**config.mk**
```make
export PLATFORM = sky130hd
export DESIGN_NAME = event_serializer_arb
export DESIGN_NICKNAME = d
export VERILOG_FILES = /design/src/rtl/event_serializer_arb_pkg.sv /design/src/rtl/event_serializer_arb_pick.sv /design/src/rtl/event_serializer_arb.sv
export SDC_FILE = /design/constraint.sdc
export NUM_CORES = 1
export LEC_CHECK = 0
export CAP_MARGIN = 20
export CELL_PAD_IN_SITES_DETAIL_PLACEMENT = 1
export CELL_PAD_IN_SITES_GLOBAL_PLACEMENT = 1
export CORE_UTILIZATION = 36
export CTS_CLUSTER_SIZE = 16
export DETAILED_ROUTE_END_ITERATION = 16
export GPL_ROUTABILITY_DRIVEN = 0
export PLACE_DENSITY_LB_ADDON = 0.1
export SYNTH_ARGS = -nofsm -noshare
export SYNTH_HDL_FRONTEND = slang
export SYNTH_HIERARCHICAL = 1
export SYNTH_SLANG_ARGS = --single-unit
```
**constraint.sdc**
```tcl
create_clock -name clk -period 4.48 [get_ports clk]
set_input_delay 0.672 -clock clk [delete_from_list [all_inputs] [get_ports clk]]
set_output_delay 0.672 -clock clk [all_outputs]
set_load 0.02 [all_outputs]
```
**src/rtl/event_serializer_arb_pkg.sv**
```systemverilog
// Purpose: shared event-bus constants and width helper for the event serializer.
// Latency: n/a (package only).
// Backpressure: n/a (package only).
package event_serializer_arb_pkg;

    // Default source count and event-number width of the serialized event bus.
    localparam int EVT_COUNT      = 16;
    localparam int EVT_COUNT_BITS = 4;

    // Ceiling log2, used for derived widths at elaboration time.
    function automatic int clog2(input int value);
        int result;
        int remaining;
        result    = 0;
        remaining = value - 1;
        while (remaining > 0) begin
            result    = result + 1;
            remaining = remaining >> 1;
        end
        return result;
    endfunction

endpackage

```
**src/rtl/event_serializer_arb_pick.sv**
```systemverilog
// Purpose: round-robin pick; the first set request at or after base, wrapping modulo N.
// Latency: purely combinational.
// Backpressure: none; the caller decides whether the grant is consumed.
// Ports: req (request vector), base (search start index, < N),
//        grant (selected index), any_grant (at least one request set).
module rr_priority_pick
    import event_serializer_arb_pkg::*;
#(
    parameter int N = EVT_COUNT,
    parameter int W = EVT_COUNT_BITS
) (
    input  logic [N-1:0] req,
    input  logic [W-1:0] base,
    output logic [W-1:0] grant,
    output logic         any_grant
);

    // Wide enough to hold base + offset (< 2*N) before the modulo fold.
    localparam int SUM_W = clog2(2 * N);

    logic [N-1:0]     rot;
    logic [SUM_W-1:0] off;
    logic [SUM_W-1:0] sum;

    always_comb begin
        // Rotating the doubled vector puts req[base] at bit 0, so the lowest
        // set bit of rot is the distance from base to the winner.
        rot = N'({req, req} >> base);
        off = '0;
        for (int i = N - 1; i >= 0; i--) begin
            if (rot[i]) begin
                off = SUM_W'(i);
            end
        end
        sum = SUM_W'(base) + off;
        if (sum >= SUM_W'(N)) begin
            sum = sum - SUM_W'(N);
        end
        grant     = W'(sum);
        any_grant = |req;
    end

endmodule

```
**src/rtl/event_serializer_arb.sv**
```systemverilog
// Purpose: serializes one-deep per-source pending events onto a round-robin event-number stream.
// Latency: event handshake in cycle 0 appears on m_evno_* in cycle 2; one event per cycle sustained.
// Backpressure: output register holds while m_evno_ready=0; a source is stalled only while its pending bit is set.
// Ports: clk/rst_n; cfg_enable (per-source enable), s_event_valid/s_event_ready (per-source handshake),
//        m_evno_data/m_evno_valid/m_evno_ready (serialized stream), stat_pending, stat_busy.
module event_serializer_arb
    import event_serializer_arb_pkg::*;
#(
    parameter int COUNT      = EVT_COUNT,
    parameter int COUNT_BITS = EVT_COUNT_BITS
) (
    input  logic                  clk,
    input  logic                  rst_n,
    input  logic [COUNT-1:0]      cfg_enable,
    input  logic [COUNT-1:0]      s_event_valid,
    output logic [COUNT-1:0]      s_event_ready,
    output logic [COUNT_BITS-1:0] m_evno_data,
    output logic                  m_evno_valid,
    input  logic                  m_evno_ready,
    output logic [COUNT-1:0]      stat_pending,
    output logic                  stat_busy
);

    logic [COUNT-1:0]      pending_q,    pending_d;
    logic [COUNT_BITS-1:0] rr_ptr_q,     rr_ptr_d;
    logic [COUNT_BITS-1:0] evno_data_q,  evno_data_d;
    logic                  evno_valid_q, evno_valid_d;

    logic [COUNT-1:0]      eligible;
    logic [COUNT_BITS-1:0] grant;
    logic                  any_grant;
    logic                  load;

    // A disabled source is always ready so its events drain and vanish.
    assign s_event_ready = ~pending_q | ~cfg_enable;
    assign eligible      = pending_q & cfg_enable;

    rr_priority_pick #(
        .N (COUNT),
        .W (COUNT_BITS)
    ) u_pick (
        .req       (eligible),
        .base      (rr_ptr_q),
        .grant     (grant),
        .any_grant (any_grant)
    );

    always_comb begin
        load         = ~evno_valid_q | m_evno_ready;
        // Masking with cfg_enable drops pending bits of sources disabled meanwhile.
        pending_d    = (pending_q & cfg_enable) | (s_event_valid & s_event_ready & cfg_enable);
        rr_ptr_d     = rr_ptr_q;
        evno_data_d  = evno_data_q;
        evno_valid_d = evno_valid_q;
        if (load) begin
            evno_valid_d = any_grant;
            if (any_grant) begin
                evno_data_d = grant;
                // A granted source cannot handshake this cycle (ready=0), so
                // clearing here never races with a new set.
                pending_d   = pending_d & ~(COUNT'(1) << grant);
                rr_ptr_d    = (grant == COUNT_BITS'(COUNT - 1)) ? '0 : grant + COUNT_BITS'(1);
            end
        end
    end

    always_ff @(posedge clk or negedge rst_n) begin
        if (!rst_n) begin
            pending_q    <= '0;
            rr_ptr_q     <= '0;
            evno_data_q  <= '0;
            evno_valid_q <= 1'b0;
        end else begin
            pending_q    <= pending_d;
            rr_ptr_q     <= rr_ptr_d;
            evno_data_q  <= evno_data_d;
            evno_valid_q <= evno_valid_d;
        end
    end

    assign m_evno_data  = evno_data_q;
    assign m_evno_valid = evno_valid_q;
    assign stat_pending = pending_q;
    assign stat_busy    = (|pending_q) | evno_valid_q;

endmodule
```
==> summary.md, run 1 <==
| Metric | Value |
|---|---|
| Skew final | 0.00404 ns |
| Tot GR Track Use | 27.5% |
| Maxcap violations | 0 |
| Post-Syn Instances | 235 |
| FF-to-FF path depth | 19 |
| Yosys reg bits | 25 |
| Hold WS | 0.512 ns |
| Die H | 84.4 um |
| Most frequent cell on the critical path | buf_4 |
| Max-slew headroom | 31.0% |
| Finished Cell Area | 3980 um^2 |
| DR DRC count | 0 |
| Crit path capture type | flip-flop |
| Number of enable flip-flop cells after synthesis | 0 |
| CTS Buffer Depth | 2 |
| CP Class | in2reg |
| Num rows | 29 |
| Multi-input gate area in the final layout | 1780 um^2 |
| Final Max Slew Viols | 0 |
| Pin count of the biggest net entering global routing | 26 |
| Syn_nets | 280 |
| Hold Vio Cnt, Final | 0 |
| Layout Nets | 423 |
| Hold depth | 2 |
| Mean routed wirelength per cell | 21.1 um |
| Startpoint Class | input pin |
| R2R Path Start | stat_pending[5] |
| Hold-fix buffers, CTS | 0 |
| Layout area overhead | 63.0% |
| Data arrival time of the worst path | 4.29 ns |
| Post-Syn Area | 2440 um^2 |
| Worst Path Required | 4.65 ns |
| Tmin final | 4.12 ns |
| Routed vias/inst | 5.67 |
| DP Area | 3660 um^2 |
| DR pass1 iterations | 4 |
| DR iter-0 viols | 154 |
| Actual slew at the worst max-slew pin | 1.03 ns |
| First-pass GRT wire length | 15100 um |
| Synth warn | 6 |
| Clk slew on worst S/H paths | 0.09 ns |
| Seq/Total Area, Yosys | 25.6% |
| Root Buffer | clkbuf_8 |
| Port Buffers | 72 |
| HPWL after DPL | 7660 um |
| Total gr overflow | 0 |
| # diodes | 0 |
| DP Worst Slack | -0.459 ns |
| Final setup vio count | 0 |
| Post-route clock period utilization | 92.0% |
| Top FF cell, synth | dfrtp_1 |
| Worst path cell trace | dlymetal6s2s_1 > nand2_2 > inv_2 > mux4_2 > mux2_1 > mux2i_2 > buf_4 > buf_4 > nand3_1 > nor3b_1 > o31a_1 > ha_1 > a21oi_2 > xnor2_1 > xnor2_1 > buf_4 > buf_4 > nand3_1 > nand3_2 > o2bb2ai_1 |
| Sequential cell area | 626 um^2 |
| Via count | 2573 |
| Critical Path Max Stage Delay | 0.52 ns |
| TNS Setup | 0 ns |
| CTS tree | built |
| IO Pins | 73 |
| Antenna violations before repair | 0 |
| Hold_sp | m_evno_data[1] |
| Layout cells sized above 1 | 45.9% |
| Fill count | 721 |
| Worst Hold End | m_evno_data[1] |
| Post-Route WL | 9580 um |
| Vias in the first global route | 2877 |
| Die footprint | 7120 um^2 |
| Syn Area/Cell | 10.4 um^2 |
| R2r setup slk | 0.40 ns |
| Unrepaired setup endpoints after global routing | no |
| Setup WS post-layout | 0.357 ns |
| CP max-delay cell | mux4_2 |
| Clock sinks | 25 |
| Worst R2R End | rr_ptr_q[2] |
| Fmax | 243 MHz |
| Initial Util | 37.8% |
| Post-DRT Antenna Nets | 0 |
| Unique cell type count in the Yosys netlist | 47 |
| Core footprint | 6460 um^2 |
| Latest clock arrival within the worst-skew pair | 0.28 ns |
| Async SR Flop Fraction | 100% |
| Cts bufs inserted | 3 |
| Hold/Removal Path Class | reg2reg |
| Crit Path Max Fanout | 5 |
| Die Span X | 84.4 um |
| H-tree lvl count | 1 |
| Status | complete, no violations |
[cell type report]
type	instances	share of cell area, %
Sequential cell	25	15.7
Timing Repair Buffer	148	33.8
Clock buffer	3	1.04
Tap cell	77	2.42
Clock inverter	1	0.126
Multi-Input combinational cell	176	44.6
Inverter	24	2.33
[timing repair]
item / 4_1_cts / 5_1_grt
setup buffers: 6 / 9
cloned: 0 / 0
hold endpoints to repair: 0 / 0
endpoints found under the setup margin: 17 / 20
pin swaps: 4 / 13
resized for setup: 26 / 56
[how the worst max path moves through the flow]
stage / start / to / slack (ns)
after global placement: cfg_enable[13] / stat_pending[4] / -0.34
after floorplan: cfg_enable[7] / stat_pending[10] / 0.19
after global routing: cfg_enable[12] / rr_ptr_q[2] / 0.21
final: cfg_enable[6] / rr_ptr_q[2] / 0.36
after detailed placement: cfg_enable[12] / stat_pending[8] / -0.46
after CTS: cfg_enable[12] / rr_ptr_q[0] / 0.01
[sequential cells by signal, summed over array words and instances (netlist names)]
signal / count
rr_ptr_q: 4
m_evno_data: 4
stat_pending: 16
m_evno_valid: 1
[layer usage]
layer | vias to the layer above | GRT usage, % | routed length [um]
met3 | 6 | 2.56 | 270
li1 | 1172 | - | -
met1 | 1327 | 34.2 | 4100
met5 | - | 0 | 0
met4 | 0 | 7.09 | 81
met2 | 68 | 51.3 | 5120
[per-stage QoR]
stage          cells  utilization (%)
2_1_floorplan    235                -
3_3_place_gp     435             56.7
3_5_place_dp     435             56.7
4_1_cts          445             58.6
5_1_grt          454             61.6
6_report         454             61.6
[synthesized netlist by cell type, types with 2 or more instances]
cell,number,share of area (%)
nor2_1,6,0.92
nor4_2,5,2.6
nand4_1,2,0.51
mux4_2,14,13
nand2b_1,4,1.0
o21ai_0,16,3.3
mux2_1,5,2.3
or2_4,2,0.72
mux2_2,6,2.8
nand2_1,24,3.7
or2_1,2,0.51
ha_1,9,4.6
xnor2_1,2,0.72
inv_1,20,3.1
a41oi_1,3,1.1
o2bb2ai_1,2,0.72
mux2i_1,10,4.1
clkbuf_1,4,0.61
inv_2,3,0.46
buf_2,3,0.61
nor4_1,5,1.3
dfrtp_1,25,26
a31oi_1,6,1.5
mux4_1,10,11
o21ai_1,9,1.8
nand3_1,6,1.2
a21oi_1,12,2.5
[worst max-delay path, delay by kind of cell]
kind	cells	cell delay, ns
compound gates	3	0.52
buf+inv	6	0.80
fa+ha+maj	1	0.33
simple gates	5	0.53
mux	3	1.08
xor+xnor	2	0.35
[cell families (layout without fill, tap and decap cells)]
family | count (synthesis) | in the layout | synth area share [%]
AO/OA/AOI/OAI | 55 | 55 | 13.6
XOR/XNOR | 3 | 3 | 1.08
adder cells (fa/ha/maj) | 10 | 10 | 5.43
buffers and inverters | 34 | 176 | 6.51
flip-flops | 25 | 25 | 25.6
multiplexers | 45 | 45 | 32.8
AND/OR/NAND/NOR | 63 | 63 | 15.0
[cells in the final DEF (no fill, tap or decap), types with 3 or more instances in the layout]
cell type / netlist / layout
nand3_1: 6 / 5
a21oi_1: 12 / 11
nand2_1: 24 / 9
nor2_1: 6 / 4
o21ai_1: 9 / 9
mux4_2: 14 / 23
clkdlybuf4s50_1: 0 / 56
nand2b_1: 4 / 4
ha_1: 9 / 8
dlymetal6s2s_1: 0 / 16
a31oi_1: 6 / 5
mux2i_1: 10 / 8
a41oi_1: 3 / 3
buf_4: 1 / 75
dfrtp_1: 25 / 25
nor4_2: 5 / 4
inv_2: 3 / 19
mux2_2: 6 / 7
nor4_1: 5 / 5
o21ai_0: 16 / 16
clkbuf_8: 0 / 3
nand2_2: 0 / 15
mux2_1: 5 / 3
inv_1: 20 / 3
Power of run 1 is left out: the tool's default activity adds up to more than one toggle a clock period on the data nets, which glitch-free logic cannot reach.
==> run 2: changes to the inputs <==
--- a/config.mk
+++ b/config.mk
@@ -8,6 +8,7 @@
 export CAP_MARGIN = 20
 export CELL_PAD_IN_SITES_DETAIL_PLACEMENT = 1
 export CELL_PAD_IN_SITES_GLOBAL_PLACEMENT = 1
+export CORE_ASPECT_RATIO = 0.75
 export CORE_UTILIZATION = 36
 export CTS_CLUSTER_SIZE = 16
 export DETAILED_ROUTE_END_ITERATION = 16
==> run 2 against run 1 <==
Net effect: cell count is 0.44% higher; register-to-register slack got worse by 0.16 ns; sequential share of layout area increased by 0.27 points; routed wire length rose by 0.56%; flip-flop and latch count did not move; clock skew grew 0.0037 ns; critical path depth decreased by 5; non-clock buffer count decreased by 3; final area decreased by 1.5%; first-iteration DRC count down 38%; critical path type is now reg2reg.
==> summary.md, run 2 (synthesis gave the netlist of run 1 again) <==
| Metric | Value |
|---|---|
| Status | complete, no violations |
| Final Max Slew Viols | 0 (unchanged) |
| CP bufs+invs | 4 (-2) |
| Worst Path Required | 4.64 ns (about the same) |
| Tot GR Track Use | 27.3% (-0.25 points) |
| First-pass GRT wire length | 14900 um (-1.3%) |
| Die Span X | 97.1 um (+15%) |
| Post-route clock period utilization | 94.7% (+2.7 points) |
| Hold Vio Cnt, Final | 0 (unchanged) |
| Final setup vio count | 0 (unchanged) |
| GR peak layer | met2 |
| Worst path cell trace | buf_4 > mux4_2 > buf_4 > mux2_1 > mux2i_2 > o311ai_1 > a311oi_1 > o31ai_2 > ha_2 > fa_1 > xor2_1 > buf_4 > nor4_4 > buf_4 > a21oi_1 |
| Die H | 73.3 um (-13%) |
| Skew final | 0.00774 ns (+0.00370 ns) |
| Mean routed wirelength per cell | 21.1 um (+0.12%) |
| DR iter-0 viols | 96 (-38%) |
| Most frequent cell on the critical path | buf_4 |
| Finished Cell Area | 3920 um^2 (-1.5%) |
| Die footprint | 7120 um^2 (about the same) |
| CTS Buffer Depth | 2 (unchanged) |
| Hold-fix buffers, CTS | 0 (unchanged) |
| Commonest non-fill, non-tap cell in the layout | buf_4 |
| Clk slew on worst S/H paths | 0.10 ns (about the same) |
| Actual slew at the worst max-slew pin | 1.05 ns (+0.0164 ns) |
| Clock sinks | 25 (unchanged) |
| H-tree lvl count | 1 (unchanged) |
| Core footprint | 6410 um^2 (-0.72%) |
| Cts bufs inserted | 3 (unchanged) |
| Initial Util | 38.1% (+0.27 points) |
| Maxcap violations | 0 (unchanged) |
| Tmin final | 4.24 ns (+0.120 ns) |
| Num rows | 25 (-14%) |
| Unrepaired setup endpoints after global routing | no |
| Post-DRT Antenna Nets | 0 (unchanged) |
| Port Buffers | 72 (unchanged) |
| IO Pins | 73 (unchanged) |
| Startpoint Class | flip-flop |
| Via count | 2593 (+0.78%) |
| DR DRC count | 0 (unchanged) |
| Met3 Track Usage GR | 4.47% (+1.9 points) |
| Post-Route WL | 9630 um (+0.56%) |
| DR pass1 iterations | 4 (unchanged) |
| Vias in the first global route | 2717 (-5.6%) |
| Antenna violations before repair | 1 (+1) |
| Met2 Track Usage GR | 46.2% (-5.1 points) |
| Data arrival time of the worst path | 4.40 ns (+0.11 ns) |
| Crit path capture type | flip-flop |
| Crit Path Max Fanout | 10 (+5) |
| Critical Path Max Stage Delay | 0.65 ns (+0.13 ns) |
| Hold/Removal Path Class | reg2reg |
| Pin count of the biggest net entering global routing | 26 (unchanged) |
| Max reg flops | 16 (unchanged) |
| Met1 Use GR | 37.1% (+2.8 points) |
| Layout area overhead | 60.5% |
| Latest clock arrival within the worst-skew pair | 0.28 ns (about the same) |
| Max-slew headroom | 29.9% (-1.1 points) |
| Fmax | 236 MHz (-2.8%) |
| Layout Nets | 420 (-0.71%) |
| HPWL after DPL | 7600 um (-0.79%) |
| Routed vias/inst | 5.69 (+0.34%) |
| CTS tree | built |
| CP Class | reg2reg |
| Total gr overflow | 0 (unchanged) |
| Root Buffer | clkbuf_8 |
| CP max-delay cell | dfrtp_1 |
| Layout cells sized above 1 | 43.6% (-2.3 points) |
| Crit path max-delay family | multiplexers |
| DP Area | 3670 um^2 (+0.21%) |
| Most frequent cells in the layout | 72 x buf_4, 56 x clkdlybuf4s50_1, 24 x dfrtp_1 |
run 2: cell types whose count changed in the layout (fill, tap and decap cells not counted), sizes merged:
cell / before / now
diode: 0 / 1
clkinvlp: 0 / 1
clkinv: 2 / 1
buf: 76 / 73
run 2: metal layers:
layer | wire (um) | vias up
li1 | - | 1171
met1 | 4320 | 1318
met2 | 4710 | 92
met3 | 468 | 12
met4 | 126 | 0
met5 | 0 | -
run 2: final cells by class:
class | instances | area, um^2
inverter | 24 | 90.1
clock inverter | 1 | 7.51
clock buffer | 3 | 41.3
timing repair buffer | 145 | 1330
antenna | 1 | 2.50
sequential | 25 | 627
fill | 728 | 2490
tap | 81 | 101
multi-input combinational | 176 | 1720
run 2: final timing paths:
check,from,endpoint,slack (ns),cells past startpoint
setup / recovery,rr_ptr_q[2],stat_pending[10],0.24,15
hold / removal,m_evno_data[3],m_evno_data[3],0.52,2
max in group asynchronous,rst_n,rr_ptr_q[1],3.37,2
hold reg to reg,m_evno_data[3],m_evno_data[3],0.52,2
min in group asynchronous,rst_n,m_evno_valid,0.66,1
setup reg to reg,rr_ptr_q[2],stat_pending[10],0.24,15
run 2: worst register-to-register path, delay by kind of cell, from the launching register on:
family	cells	cell delay [ns]
xor gates and xnor gates	1	0.19
DFF	1	0.65
AOI/OAI and AO/OA	4	0.66
muxes	3	0.89
buffers and inverters	4	0.80
adders and majority gates	2	0.60
and+or+nand+nor	1	0.32
run 2: per-stage QoR:
step                setup TNS, ns  hold WS, ns  util [%]  worst slack (ns)  instances
floorplan                       0        0.376         -             0.185        235
global placement            -4.25        0.480      57.2            -0.351        441
detailed placement          -6.48        0.498      57.2            -0.460        441
CTS                             0        0.521      58.2           0.00788        446
global route                    0        0.558      61.1            0.0418        456
finish                          0        0.517      61.1             0.237        456
run 2: timing repair:
item | in CTS | in global routing
resized for setup | 17 | 55
endpoints found under the setup margin | 15 | 20
buffers inserted | 1 | 8
pin swaps | 4 | 10
Power of run 2 is left out for the same reason.
==> run 3: changes to the inputs <==
--- a/config.mk
+++ b/config.mk
@@ -13,7 +13,7 @@
 export CTS_CLUSTER_SIZE = 16
 export DETAILED_ROUTE_END_ITERATION = 16
 export GPL_ROUTABILITY_DRIVEN = 0
-export PLACE_DENSITY_LB_ADDON = 0.1
+export PLACE_DENSITY_LB_ADDON = 0.2
 export SYNTH_ARGS = -nofsm -noshare
 export SYNTH_HDL_FRONTEND = slang
 export SYNTH_HIERARCHICAL = 1
==> run 3 against run 2 <==
Net effect: maximum frequency shrank 5.1%; via count is essentially flat; core utilization grew 0.66 points; hold slack worse by 0.0041 ns; non-clock buffer count down 3; register-to-register slack better by 0.09 ns; largest cell class unchanged; highest routed layer unchanged.
==> summary.md, run 3 (synthesis gave the netlist of run 1 again) <==
| Metric | Value |
|---|---|
| Dpl cells | 438 (-0.68%) |
| Hold_sp | m_evno_data[1] |
| Mean routed wirelength per cell | 21.3 um (+0.86%) |
| Die H | 73.3 um (unchanged) |
| Layout Nets | 417 (-0.71%) |
| Sequential cell area | 626 um^2 (-0.20%) |
| Root Buffer | clkbuf_8 |
| Data arrival time of the worst path | 4.61 ns (+0.21 ns) |
| Pin count of the biggest net entering global routing | 26 (unchanged) |
| Fmax | 224 MHz (-5.1%) |
| Fill count | 709 (-2.6%) |
| Num rows | 25 (unchanged) |
| CP max-delay cell | mux4_2 |
| Layout cells sized above 1 | 45.8% (+2.2 points) |
| Skew final | 0.00757 ns (-0.000170 ns) |
| FF-to-FF path depth | 15 (unchanged) |
| Finished Cell Area | 3960 um^2 (+1.1%) |
| Multi-input gate area in the final layout | 1810 um^2 (+5.0%) |
| Hold Vio Cnt, Final | 0 (unchanged) |
| Max reg flops | 16 (unchanged) |
| Port Buffers | 72 (unchanged) |
| Vias in the first global route | 2656 (-2.2%) |
| Total gr overflow | 0 (unchanged) |
| Clk slew on worst S/H paths | 0.09 ns (about the same) |
| Actual slew at the worst max-slew pin | 1.08 ns (+0.0287 ns) |
| Worst Path Required | 4.62 ns (-0.02 ns) |
| CP Class | in2reg |
| Hold depth | 2 (unchanged) |
| DR DRC count | 0 (unchanged) |
| Cts bufs inserted | 3 (unchanged) |
| R2R Path Start | rr_ptr_q[2] |
| CTS Buffer Depth | 2 (unchanged) |
| DP Area | 3660 um^2 (-0.27%) |
| CTS tree | built |
| Antenna violations before repair | 0 (-1) |
| HPWL after DPL | 7220 um (-5.0%) |
| IO Pins | 73 (unchanged) |
| Crit Path Max Fanout | 7 (-3) |
| Post-Route WL | 9630 um (about the same) |
| H-tree lvl count | 1 (unchanged) |
| Final Max Slew Viols | 0 (unchanged) |
| Post-route insts no fill | 452 (-0.88%) |
| Tot GR Track Use | 26.5% (-0.76 points) |
| Post-DRT Antenna Nets | 0 (unchanged) |
| Maxcap violations | 0 (unchanged) |
| Core footprint | 6410 um^2 (unchanged) |
| DR iter-0 viols | 142 (+48%) |
| Clock sinks | 25 (unchanged) |
| Status | complete, no violations |
| Routed vias/inst | 5.74 (+0.92%) |
| First-pass GRT wire length | 14500 um (-2.4%) |
| Hold-fix buffers, CTS | 0 (unchanged) |
| Latest clock arrival within the worst-skew pair | 0.27 ns (about the same) |
| Initial Util | 38.1% (unchanged) |
| CP Launch Point | cfg_enable[12] |
| Max-slew headroom | 28.0% (-1.9 points) |
| Critical Path Max Stage Delay | 0.52 ns (-0.13 ns) |
| Die Span X | 97.1 um (unchanged) |
| Post-route clock period utilization | 99.8% (+5.1 points) |
| Die footprint | 7120 um^2 (unchanged) |
| DR pass1 iterations | 4 (unchanged) |
| Startpoint Class | input pin |
| Crit path capture type | flip-flop |
| Tmin final | 4.47 ns (+0.229 ns) |
| Commonest non-fill, non-tap cell in the layout | clkdlybuf4s50_1 |
| Worst path cell trace | clkdlybuf4s50_1 > nand2_2 > inv_2 > mux4_2 > mux4_2 > or2_4 > nor2_2 > o21ai_2 > a31oi_2 > ha_1 > a21o_1 > a21oi_4 > xnor2_2 > xnor2_2 > buf_6 > nor4_4 > a21oi_1 |
| Most frequent cells in the layout | 68 x clkdlybuf4s50_1, 67 x buf_4, 25 x dfrtp_1 |
| Hold/Removal Path Class | reg2reg |
| Layout area overhead | 62.2% |
| # diodes | 0 (-1) |
| Final setup vio count | 0 (unchanged) |
| Via count | 2594 (+0.039%) |
==> run 3: routing by layer <==
metal	vias up	part of all wire [%]	track usage (%)
li1	1162	-	-
met2	88	49	46.0
met3	12	5.1	4.38
met5	-	0	0
met1	1332	44	35.6
met4	0	1.5	5.14
==> run 3: worst max-delay path, delay by kind of cell <==
family                   cells  cell delay, ns
AND/OR/NAND/NOR              4            0.91
multiplexers                 2            1.02
XOR/XNOR                     2            0.29
buffers and inverters        3            0.69
adder cells (fa/ha/maj)      1            0.26
AO/OA/AOI/OAI                5            0.78
==> run 3: through the flow <==
stage / hold WS, ns / util [%] / TNS (ns) / setup WS, ns
6_report: 0.512 / 61.8 / 0 / 0.00818
4_1_cts: 0.517 / 58.4 / 0 / 0.0164
3_3_place_gp: 0.483 / 57.1 / -5.14 / -0.393
5_1_grt: 0.543 / 61.8 / -0.576 / -0.0850
2_1_floorplan: 0.376 / - / 0 / 0.185
3_5_place_dp: 0.497 / 57.1 / -6.86 / -0.478
==> run 3: path summary, 6_finish.rpt <==
check	end	slack, ns
max	stat_pending[6]	0.008
min	m_evno_data[1]	0.51
max reg2reg	stat_pending[6]	0.33
min reg2reg	m_evno_data[1]	0.51
max in group asynchronous	stat_pending[2]	3.39
min in group asynchronous	rr_ptr_q[3]	0.66
==> run 3: repair_timing <==
| item | in CTS | in global routing |
|---|---|---|
| buffers inserted | 1 | 8 |
| setup endpoints to repair | 15 | 21 |
| pin swaps | 3 | 16 |
| gates resized for setup | 16 | 62 |
==> run 3: area by class of cell <==
class	count	area share (%)
Tap cell	81	2.56
Inverter	24	2.27
Timing Repair Buffer	142	32.6
Multi-Input combinational cell	176	45.6
Clock buffer	4	1.14
Sequential cell	25	15.8
Power of run 3 is left out for the same reason.
==> edit 1 (config.mk and constraints of run 1) <==
Change the package constant `EVT_COUNT_BITS` from 4 to 6.
--- a/src/rtl/event_serializer_arb_pkg.sv
+++ b/src/rtl/event_serializer_arb_pkg.sv
@@ -7,3 +7,3 @@
     localparam int EVT_COUNT      = 16;
-    localparam int EVT_COUNT_BITS = 4;
+    localparam int EVT_COUNT_BITS = 6;
 
Ports: changed (resized m_evno_data); port bits go from 73 to 75. The function was not compared with the original's and may differ.
==> edit 1 against run 1 <==
Wire length rose by 23%. Cell area rose by 16%. Sequential share of layout area hardly changed. Setup slack worse by 250 ps. Die area rose by 15%. Area after synthesis increased by 15%. Count of clock-buffer cells in the layout is 3 higher. Sequential cell count grew 4. Critical path type unchanged. Largest cell class unchanged.
==> edit 1: results (changes against run 1) <==
drtIter0Drc: 95  # -38%
worstHoldStart: "m_evno_data[5]$_DFFE_PN0P_"
synth_area_leaders: "dfrtp_1, mux4_2, o21ai_0"
fin_worst_skew_ps: 7.67  # +3.63 ps
leakage_nw: 2.00
placedCellCount: 533  # +23%
grt_pass1_vias: 3379  # +17%
insertion_delay_ps: 290
finalHoldViolCount: 0  # unchanged
fillers: 851  # +18%
vias_per_cell: 5.83  # +2.8%
finalNetCount: 489  # +16%
relSlewSlack_pct: 56.7  # +26 points
hold_depth: 1  # -1
dpl.hpwl_mm: 8.76  # +14%
r2r_start: "rr_ptr_q[0]$_DFFE_PN0P_"
grt_max_degree: 30  # +15%
place.port_buffers: 74  # +2.8%
grt_use_total_pct: 28.1  # +0.56 points
cpPeakStageDelay_ps: 510
synth_top_cells_by_count: "dfrtp_1, nand2_1, o21ai_0, inv_1, a21oi_1"
pre_cts_slack_ps: -378  # +80.9 ps
worst-r2r-cell-count: 18  # -1
wl_per_cell_um: 21.4  # +1.6%
worstPathMaxFanout: 8  # +3
synth_seq_area_share_pct: 25.7  # +0.13 points
synthCells: 306  # +30%
r2r_slack_ps: 240  # -160 ps
ys_types: 70  # +49%
yosys_warnings: 6  # unchanged
r2r-end: "stat_pending[5]$_DFF_PN0_"
cpLargestDelayFamily: "compound AO/OA/AOI/OAI gates"
wl_mm: 11.8  # +23%
placed_cell_area_um2: 4110  # +12%
firstDrtPassIters: 4  # unchanged
critPathArrivalTime_ps: 4530  # +240 ps
hold-path-endpoint: "m_evno_data[5]$_DFFE_PN0P_"
status: "completed"
drive_above_1_share_pct: 42.0  # -3.9 points
synth-async-reset-ratio_pct: 100  # unchanged
holdWs_ps: 520  # +8.02 ps
cts_buffers: 5  # +2
clk_pin_slew_ps: 70  # -20 ps
grt_pass1_wl_mm: 18.0  # +19%
cts_max_level: 2  # +1
[edit 1: changes by cell type after synthesis, sizes merged, moves of 5 or more]
cell,change
mux4,-8
nor2b,+8
buf,+7
nor2,+7
a31oi,+5
ha,-5
nand2,+5
[edit 1: how the worst max path moves through the flow]
stage                   startpoint                         to  slack, ps  cells after the start
global route         cfg_enable[6]  stat_pending[5]$_DFF_PN0_        -80                     19
finish               cfg_enable[6]  stat_pending[5]$_DFF_PN0_        100                     19
global placement     cfg_enable[5]  stat_pending[1]$_DFF_PN0_       -270                     20
floorplan           cfg_enable[11]    rr_ptr_q[0]$_DFFE_PN0P_         80                     17
detailed placement   cfg_enable[5]  stat_pending[3]$_DFF_PN0_       -380                     20
CTS                 cfg_enable[14]  stat_pending[6]$_DFF_PN0_         10                     19
[edit 1: logic make-up (layout without fill, tap and decap cells)]
| logic type | Yosys count | count (layout) | share of synthesized area [%] |
|---|---|---|---|
| simple gates | 99 | 99 | 20.6 |
| compound gates | 90 | 90 | 21.2 |
| buf+inv | 40 | 183 | 7.15 |
| mux | 37 | 37 | 21.1 |
| flops | 29 | 29 | 25.7 |
| fa+ha+maj | 5 | 5 | 2.49 |
| xor+xnor | 5 | 5 | 1.55 |
| other cells | 1 | 2 | 0.133 |
[edit 1: per-layer routing]
metal	wire length [um]	GRT usage [%]	share of wire, %
met3	585	3.62	5.0
met1	4760	35.6	40
met2	6150	49.7	52
met4	266	8.06	2.3
met5	0	0	0
[edit 1: report_power, final]
group | total, W | internal [W] | switching (W) | leakage, nW
clock | 0.000286 | 0.000181 | 0.000105 | 0.0574
sequential | 0.000484 | 0.000346 | 0.000139 | 0.351
combinational | 0.00368 | 0.00180 | 0.00188 | 1.59
total | 0.00445 | 0.00233 | 0.00213 | 2.00
[edit 1: stage by stage]
stage / power, W / setup TNS (ps) / util (%)
2_1_floorplan: 0.00233 / 0 / -
5_1_grt: 0.00472 / -856 / 62.3
3_5_place_dp: 0.00366 / -6480 / 55.5
6_report: 0.00445 / 0 / 62.3
3_3_place_gp: 0.00355 / -3710 / 55.5
4_1_cts: 0.00409 / 0 / 58.0
[edit 1: layout make-up]
type                            instances  area (um2)  area share (%)
Clock buffer                            6        82.6            1.79
Clock inverter                          2        37.5           0.813
Inverter                               23        88.8            1.93
Multi-Input combinational cell        238        2190            47.5
Sequential cell                        29         726            15.7
Tap cell                               99         124            2.68
Timing Repair Buffer                  152        1360            29.5
[edit 1: what timing repair did]
| item | 4_1_cts | 5_1_grt |
|---|---|---|
| setup endpoints to repair | 13 | 21 |
| pin swaps | 4 | 21 |
| buffers inserted | 1 | 7 |
| resized for setup | 16 | 76 |
==> edit 2 (settings of run 1) <==
Made on the original files. Register the input `cfg_enable` before use. The logic sees it one clock later. The other inputs are not delayed to match.
--- a/src/rtl/event_serializer_arb.sv
+++ b/src/rtl/event_serializer_arb.sv
@@ -23,2 +23,8 @@
 
+    logic [COUNT-1:0] cfg_enable_q;
+
+    always_ff @(posedge clk) begin
+        cfg_enable_q <= cfg_enable;
+    end
+
     logic [COUNT-1:0]      pending_q,    pending_d;
@@ -34,4 +40,4 @@
     // A disabled source is always ready so its events drain and vanish.
-    assign s_event_ready = ~pending_q | ~cfg_enable;
-    assign eligible      = pending_q & cfg_enable;
+    assign s_event_ready = ~pending_q | ~cfg_enable_q;
+    assign eligible      = pending_q & cfg_enable_q;
 
@@ -50,3 +56,3 @@
         // Masking with cfg_enable drops pending bits of sources disabled meanwhile.
-        pending_d    = (pending_q & cfg_enable) | (s_event_valid & s_event_ready & cfg_enable);
+        pending_d    = (pending_q & cfg_enable_q) | (s_event_valid & s_event_ready & cfg_enable_q);
         rr_ptr_d     = rr_ptr_q;
Formal check against the unedited RTL: not equivalent (Yosys sat finds a counterexample within 4 cycles, from zero or initial values and one cycle with rst_n low).
==> edit 2 against run 1 <==
Count of clock-buffer cells in the layout is 5 higher. Setup slack worse by 120 ps. Critical path depth is 6 lower. Area after synthesis grew 13%. Global-route usage shrank 4.9 points. Sequential cell count increased by 16. Wire length decreased by 9.6%. Cell area is 5.9% lower. Worst hold slack got worse by 52 ps. Register-to-register slack lost 170 ps. Non-clock buffer count down 67. Critical path type is now flop to flop.
Power is not shown: default switching activity piles up to over one toggle a cycle in this logic, so the estimate is an artifact.
==> edit 2: results (changes against run 1) <==
fillers: 800  # +11%
wl_mm: 8.66  # -9.6%
fin_worst_skew_ps: 2.14  # -1.90 ps
synth-async-reset-ratio_pct: 61.0  # -39 points
synth_mux_area_share_pct: 29.0  # -3.8 points
ys_types: 48  # +2.1%
status: "completed"
relSlewSlack_pct: 28.0  # -3.1 points
drtIter0Drc: 69  # -55%
worstPathMaxFanout: 7  # +2
synth_top_cells_by_count: "dfrtp_1, nand2_1, inv_1, dfxtp_1, o21ai_0"
wl_met2_mm: 4.34  # -15%
vias: 2368  # -8.0%
placedCellCount: 421  # -3.2%
synth_adder_area_share_pct: 4.80  # -0.63 points
dpl.hpwl_mm: 6.88  # -10%
dr_wl_met3_um: 422  # +56%
synth_compound_area_share_pct: 12.0  # -1.6 points
syn-num-nets: 296  # +5.7%
cpPeakStageDelay_ps: 540  # +20 ps
placed_cell_area_um2: 3620  # -1.2%
r2r_start: "stat_pending[12]$_DFF_PN0_"
postCtsSetupBuffers: 0  # -6
synth_seq_area_share_pct: 34.2  # +8.6 points
synth_xor_area_share_pct: 0.951  # -0.12 points
r2r-end: "stat_pending[2]$_DFF_PN0_"
grt_pass1_wl_mm: 13.3  # -12%
pre_cts_slack_ps: 111  # +569 ps
grt_use_met1_pct: 29.1  # -5.1 points
postSynthAreaPerCell_um2: 11.0  # +5.9%
synth_area_leaders: "dfrtp_1, dfxtp_1, mux4_2"
use_met2_pct: 39.0  # -12 points
r2r_slack_ps: 230  # -170 ps
critical_path.slowest_cell: "mux4_1"
hold-path-endpoint: "stat_pending[10]$_DFF_PN0_"
-- edit 2: cell count changes after synthesis --
cell and change:
dfxtp_1 +16
-- edit 2: how the worst max path moves through the flow --
stage / from / end / slack [ps] / cells after the start
floorplan: stat_pending[7]$_DFF_PN0_ / stat_pending[10]$_DFF_PN0_ / 340 / 17
global placement: stat_pending[12]$_DFF_PN0_ / stat_pending[4]$_DFF_PN0_ / 220 / 15
detailed placement: stat_pending[12]$_DFF_PN0_ / stat_pending[4]$_DFF_PN0_ / 110 / 14
CTS: stat_pending[12]$_DFF_PN0_ / stat_pending[4]$_DFF_PN0_ / 60 / 14
global route: stat_pending[9]$_DFF_PN0_ / stat_pending[9]$_DFF_PN0_ / -30 / 16
finish: stat_pending[12]$_DFF_PN0_ / stat_pending[2]$_DFF_PN0_ / 230 / 14
-- edit 2: layout make-up --
type	count	share of cell area [%]
clock buffers	8	2.14
inverters	24	2.41
multi-input cells	176	45.5
flip-flops and latches	41	25.3
well taps	99	3.31
repair buffers	81	21.4
